**config.mk**
```make
export PLATFORM = sky130hd
export DESIGN_NAME = reg_dump_reader
export DESIGN_NICKNAME = d
export VERILOG_FILES = /design/src/rtl/reg_dump_reader.sv
export SDC_FILE = /design/constraint.sdc
export NUM_CORES = 1
export LEC_CHECK = 0
export BUFFER_PORTS_ARGS = -buffer_cell sky130_fd_sc_hd__buf_2
export CORE_ASPECT_RATIO = 0.6
export CORE_UTILIZATION = 35
export CTS_BUF_LIST = sky130_fd_sc_hd__clkbuf_8
export DETAILED_ROUTE_END_ITERATION = 8
export SYNTH_ARGS = -nofsm -noshare
export SYNTH_HDL_FRONTEND = slang
export SYNTH_SLANG_ARGS = --single-unit
export TNS_END_PERCENT = 5
```
**constraint.sdc**
```tcl
create_clock -name clk -period 1.65 [get_ports clk]
set_input_delay 0.33 -clock clk [delete_from_list [all_inputs] [get_ports clk]]
set_output_delay 0.33 -clock clk [all_outputs]
set_load 0.03 [all_outputs]
```
**src/rtl/reg_dump_reader.sv**
```systemverilog
// ============================================================================
// Module   : reg_dump_reader
// Purpose  : Debug-side register file dumper. On i_start it reads registers
//            0..NUM_REGS-1 through a dedicated read port and streams every
//            word, most-significant byte first, to the debug UART transmitter
//            over a valid/ready byte handshake.
// Options  : REG_DUMP_CHECKSUM_EN - when defined, one extra byte holding the
//            XOR of every data byte in the dump is sent before DONE.
// Revision : 1.0 - initial release
// ============================================================================
`default_nettype none
`timescale 1ns/1ps

module reg_dump_reader #(
    parameter int NUM_REGS   = 32,
    parameter int ADDR_WIDTH = 5,
    parameter int DATA_WIDTH = 32
) (
    input  logic                  clk,
    input  logic                  i_rst_n,
    input  logic                  i_start,
    output logic [ADDR_WIDTH-1:0] o_rd_addr,
    input  logic [DATA_WIDTH-1:0] i_rd_data,
    output logic [7:0]            o_tx_data,
    output logic                  o_tx_valid,
    input  logic                  i_tx_ready,
    output logic                  o_busy,
    output logic                  o_done
);

    // ------------------------------------------------------------------------
    // Derived constants
    // ------------------------------------------------------------------------
    localparam int BYTES = DATA_WIDTH / 8;
    // Byte index needs at least one bit even for single-byte registers.
    localparam int IDX_W = (BYTES > 1) ? $clog2(BYTES) : 1;

    localparam logic [IDX_W-1:0]      c_last_idx  = IDX_W'(BYTES - 1);
    localparam logic [ADDR_WIDTH-1:0] c_last_addr = ADDR_WIDTH'(NUM_REGS - 1);

    // ------------------------------------------------------------------------
    // State encoding
    // ------------------------------------------------------------------------
    typedef enum logic [2:0] {
        S_IDLE = 3'd0,
        S_ADDR = 3'd1,
        S_LOAD = 3'd2,
        S_SEND = 3'd3,
        S_DONE = 3'd4
    } state_t;

    // ------------------------------------------------------------------------
    // Registered state and next-state values
    // ------------------------------------------------------------------------
    state_t                  r_state_q;
    state_t                  r_state_d;
    logic [ADDR_WIDTH-1:0]   r_addr_q;
    logic [ADDR_WIDTH-1:0]   r_addr_d;
    logic [DATA_WIDTH-1:0]   r_shift_q;
    logic [DATA_WIDTH-1:0]   r_shift_d;
    logic [IDX_W-1:0]        r_idx_q;
    logic [IDX_W-1:0]        r_idx_d;
    logic                    r_tx_valid_q;
    logic                    r_tx_valid_d;

`ifdef REG_DUMP_CHECKSUM_EN
    // Running XOR of data bytes and a flag marking the trailing checksum byte.
    logic [7:0]              r_csum_q;
    logic [7:0]              r_csum_d;
    logic                    r_csum_phase_q;
    logic                    r_csum_phase_d;
`endif

    // ------------------------------------------------------------------------
    // Combinational helpers
    // ------------------------------------------------------------------------
    logic [7:0] w_tx_byte;
    logic       w_xfer;

    // The byte on the wire is always the top byte of the shift register.
    assign w_tx_byte = r_shift_q[DATA_WIDTH-1 -: 8];
    assign w_xfer    = r_tx_valid_q & i_tx_ready;

    // ------------------------------------------------------------------------
    // Next-state logic: walk ADDR -> LOAD -> SEND per register, then DONE
    // ------------------------------------------------------------------------
    always_comb begin
        r_state_d    = r_state_q;
        r_addr_d     = r_addr_q;
        r_shift_d    = r_shift_q;
        r_idx_d      = r_idx_q;
        r_tx_valid_d = r_tx_valid_q;
`ifdef REG_DUMP_CHECKSUM_EN
        r_csum_d       = r_csum_q;
        r_csum_phase_d = r_csum_phase_q;
`endif

        case (r_state_q)
            S_IDLE: begin
                // Start is only accepted here; elsewhere it is dropped.
                if (i_start) begin
                    r_state_d = S_ADDR;
                    r_addr_d  = '0;
`ifdef REG_DUMP_CHECKSUM_EN
                    r_csum_d       = 8'h00;
                    r_csum_phase_d = 1'b0;
`endif
                end
            end

            S_ADDR: begin
                // Address has been presented for one cycle; read data
                // settles by the end of LOAD.
                r_state_d = S_LOAD;
            end

            S_LOAD: begin
                r_shift_d    = i_rd_data;
                r_idx_d      = '0;
                r_tx_valid_d = 1'b1;
                r_state_d    = S_SEND;
            end

            S_SEND: begin
                if (w_xfer) begin
`ifdef REG_DUMP_CHECKSUM_EN
                    if (r_csum_phase_q) begin
                        // Checksum byte accepted: dump is finished.
                        r_csum_phase_d = 1'b0;
                        r_tx_valid_d   = 1'b0;
                        r_shift_d      = '0;
                        r_state_d      = S_DONE;
                    end else begin
                        r_csum_d = r_csum_q ^ w_tx_byte;
`endif
                        r_shift_d = r_shift_q << 8;
                        if (r_idx_q != c_last_idx) begin
                            // Next byte shows up the following cycle.
                            r_idx_d = r_idx_q + 1'b1;
                        end else if (r_addr_q < c_last_addr) begin
                            r_tx_valid_d = 1'b0;
                            r_addr_d     = r_addr_q + 1'b1;
                            r_state_d    = S_ADDR;
                        end else begin
`ifdef REG_DUMP_CHECKSUM_EN
                            // Keep valid high and present the checksum
                            // including the byte being accepted now.
                            r_csum_phase_d = 1'b1;
                            r_shift_d      = DATA_WIDTH'(r_csum_q ^ w_tx_byte)
                                             << (DATA_WIDTH - 8);
`else
                            r_tx_valid_d = 1'b0;
                            r_state_d    = S_DONE;
`endif
                        end
`ifdef REG_DUMP_CHECKSUM_EN
                    end
`endif
                end
            end

            S_DONE: begin
                r_addr_d  = '0;
                r_state_d = S_IDLE;
            end

            default: begin
                r_state_d    = S_IDLE;
                r_addr_d     = '0;
                r_tx_valid_d = 1'b0;
            end
        endcase
    end

    // ------------------------------------------------------------------------
    // State registers with asynchronous abort on reset
    // ------------------------------------------------------------------------
    always_ff @(posedge clk or negedge i_rst_n) begin
        if (!i_rst_n) begin
            r_state_q    <= S_IDLE;
            r_addr_q     <= '0;
            r_shift_q    <= '0;
            r_idx_q      <= '0;
            r_tx_valid_q <= 1'b0;
`ifdef REG_DUMP_CHECKSUM_EN
            r_csum_q       <= 8'h00;
            r_csum_phase_q <= 1'b0;
`endif
        end else begin
            r_state_q    <= r_state_d;
            r_addr_q     <= r_addr_d;
            r_shift_q    <= r_shift_d;
            r_idx_q      <= r_idx_d;
            r_tx_valid_q <= r_tx_valid_d;
`ifdef REG_DUMP_CHECKSUM_EN
            r_csum_q       <= r_csum_d;
            r_csum_phase_q <= r_csum_phase_d;
`endif
        end
    end

    // ------------------------------------------------------------------------
    // Outputs
    // ------------------------------------------------------------------------
    assign o_rd_addr  = r_addr_q;
    assign o_tx_data  = w_tx_byte;
    assign o_tx_valid = r_tx_valid_q;
    assign o_busy     = (r_state_q != S_IDLE);
    assign o_done     = (r_state_q == S_DONE);

endmodule

`default_nettype wire

```
==> impl_metrics.csv <==
group,metric,value,unit
cts,htreeDepth,2,
setup_path,required,1320,ps
pwr,power_switching,2.16,mW
yosys,synth_seq_cells,43,
pwr,vdd_drop_max,0.837,mV
cts,cts_made_buffers,5,
yosys,synthesis.instances,199,
timing,rsz0062_at_grt,"false",
setup_path,cp-end-kind,"output port",
timing,slew_headroom,0.763,
yosys,avgSynthCellArea,10.4,um^2
route,drt_first_pass_iters,4,
run_status,failed_checks,"negative hold slack",
global_route,gr-usage-all-layers,0.162,
yosys,synth_largest_area_cell,"dfrtp_1",
cts,clkTransAtPathRegs,80,ps
pwr,seqPwrFrac,0.340,
timing,holdWs,-0.633,ps
placement,portBuffers,51,
yosys,yosysUniqueCellTypes,39,
floorplanning,initial_core_util,0.368,
route,ant_nets,0,
timing,setup_slack,51.9,ps
floorplanning,ioPinCount,52,
yosys,synthFlopType,"dfrtp_1",
yosys,synth_top_area_share,0.520,
pwr,swShare,0.432,
timing,clock_skew,5.92,ps
yosys,synthesis.area,2070,um^2
global_route,grt_overflow,0,
route,drt_iter0_markers,61,
floorplanning,die_area,6230,um^2
route,drc,0,
timing,final.setup.tns,0,ps
yosys,yosys_warnings,0,
global_route,grt_max_degree,57,
placement,post-place-ws,130,ps
yosys,synth.area.top_cells,"dfrtp_1 52%, mux2i_1 8.7%, nand2_1 5.1%",
yosys,synth_nets,237,
cts,root_buffer,"clkbuf_8",
setup_path,reg2reg_depth,5,
pwr,power-per-cell-area,2000,nW/um^2
setup_path,critical_path.max_fanout,9,
timing,finalHoldViolCount,1,
floorplanning,die_x,101,um
pwr,intPower,2.84,mW
yosys,synth-edff-count,0,
cts,clock_latency,290,ps
placement,dp_hpwl,3070,um
route,vias_per_cell,4.72,
global_route,grt_pass1_vias,1483,
floorplanning,core_area,5620,um^2
layout,areaGrowthSynthToFinish,20.4,%
layout,layout.nets,285,
placement,gp_congestion,0.850,
setup_path,path_class,"flop to output port",
yosys,synthArstFlopShare,1.00,
worst_hold_path,hp-class,"input pin to async pin",
cts,cts_tree,"built",
timing,finalSetupViolations,0,
timing,worstMarginPinSlew,355,ps
run_status,status,"complete, but fails checks",
floorplanning,die_h,61.6,um
setup_path,startpoint,"r_state_q[1]",
flow_run,cap_violations,0,
setup_path,reg2reg_to,"o_rd_addr[1]",
setup_path,r2r_start,"r_idx_q[0]",
pwr,p_total,4.99,mW
pwr,p_leak,1.27,nW
layout,drive_gt1_frac,0.302,
timing,slew_viol_final,0,
timing,period_share,0.969,
route,wl_per_cell,13.3,um
pwr,p_clk_frac,0.127,
route,vias,1548,
yosys,synth.most_common_cell,"dfrtp_1",
setup_path,worstPathArrival,1270,ps
global_route,antenna_found_initial,0,
setup_path,cp-start-kind,"flop",
placement,place_inst,317,
timing,post-route-min-period,1600,ps
pwr,combPwrFrac,0.533,
cts,clockBufferDepth,2,
yosys,seq_area_frac_synth,0.520,
timing,fmax,0.626,GHz
layout,fin_cells,328,
floorplanning,rows,21,
setup_path,r2r_setup_slack,130,ps
cts,cts.sink_count,43,
global_route,grt_pass1_wl,7450,um
layout,insertedDiodeCount,0,
route,totalWireLength,4350,um
yosys,synthTopCellsByCount,"43 x dfrtp_1, 28 x nand2_1, 21 x o21ai_1",
[critical path, cell delays in order, from the launching register on]
cell and delay, ps:
dfrtp_2 450, or3_1 350, buf_2 180
[logic make-up (layout without fill, tap and decap cells)]
group | count (synthesis) | after routing | synth area share
fa+ha+maj | 2 | 2 | 0.0121
compound gates | 56 | 56 | 0.178
mux | 18 | 18 | 0.0871
buf+inv | 24 | 73 | 0.0683
simple gates | 54 | 54 | 0.126
flops | 43 | 43 | 0.520
xor+xnor | 2 | 2 | 0.00847
[per-layer routing]
metal  up-vias  share of wire  track usage
met4         0          0.010       0.0559
met3         5          0.054       0.0454
met5         -              0            0
met2        42           0.35        0.205
met1       700           0.59        0.255
li1        801              -            -
[flip-flops by register name, summed over array words and instances, names as in the netlist]
| signal | flops |
|---|---|
| o_rd_addr | 5 |
| o_tx_valid | 1 |
| r_idx_q | 2 |
| r_shift_q | 32 |
| r_state_q | 3 |
[placed cells by master (no fill, tap or decap)]
| cell type | instances |
|---|---|
| or3_1 | 2 |
| inv_1 | 5 |
| buf_12 | 3 |
| o211ai_2 | 1 |
| o311ai_2 | 1 |
| nand2_2 | 1 |
| clkbuf_8 | 5 |
| clkinv_1 | 1 |
| buf_2 | 51 |
| nand3b_1 | 1 |
| inv_2 | 1 |
| a311o_1 | 2 |
| and4_1 | 1 |
| xnor2_1 | 2 |
| nand2_1 | 28 |
| and2_1 | 1 |
| and3_1 | 2 |
| buf_4 | 6 |
| a22oi_1 | 1 |
| a21o_1 | 1 |
| nand2b_1 | 2 |
| nor2_1 | 8 |
| o21ai_0 | 7 |
| a21oi_1 | 1 |
| mux2i_1 | 18 |
| clkinv_2 | 1 |
| nand3_1 | 3 |
| a22o_1 | 8 |
| ha_1 | 2 |
| dfrtp_1 | 40 |
| a21oi_2 | 1 |
| or2_1 | 1 |
| o21ai_1 | 21 |
| a211oi_1 | 1 |
| o2bb2ai_1 | 2 |
| o22ai_1 | 9 |
| and3b_1 | 1 |
| nand3b_2 | 1 |
| or3b_1 | 2 |
| dfrtp_2 | 3 |
[per-stage QoR]
stage          utilization  area, um^2
2_1_floorplan            -        2070
3_3_place_gp         0.424        2380
3_5_place_dp         0.424        2380
4_1_cts              0.439        2470
5_1_grt              0.443        2490
6_report             0.443        2490
[how the worst max path moves through the flow]
stage / depth (start not counted) / endpoint
after global placement: 5 / o_rd_addr[0]
final: 2 / o_busy
after detailed placement: 5 / o_rd_addr[1]
after floorplan: 5 / r_shift_q[6]
after CTS: 2 / o_busy
after global routing: 3 / o_done
[layout make-up]
cell class,count,area (um^2)
sequential,43,1080
clock buffer,5,68.8
inverter,5,18.8
fill,565,3130
clock inverter,3,12.5
tap,80,100
multi-input combinational,132,852
timing repair buffer,60,360
[power groups by stage]
stage | clock (mW) | sequential [mW] | combinational, mW
6_report | 0.633 | 1.70 | 2.66
5_1_grt | 0.730 | 1.75 | 2.97
4_1_cts | 0.660 | 1.71 | 2.64
3_5_place_dp | 0 | 1.73 | 2.63
3_3_place_gp | 0 | 1.72 | 2.62
2_1_floorplan | 0 | 1.76 | 2.03
[timing repair]
action                     in CTS  in global routing
gates resized for setup         2                  1
cloned                          0                  0
buffers inserted                0                  3
setup endpoints to repair       2                  2
hold buffers                    0                  0
Note: power is estimated with default switching activity, not from simulation.
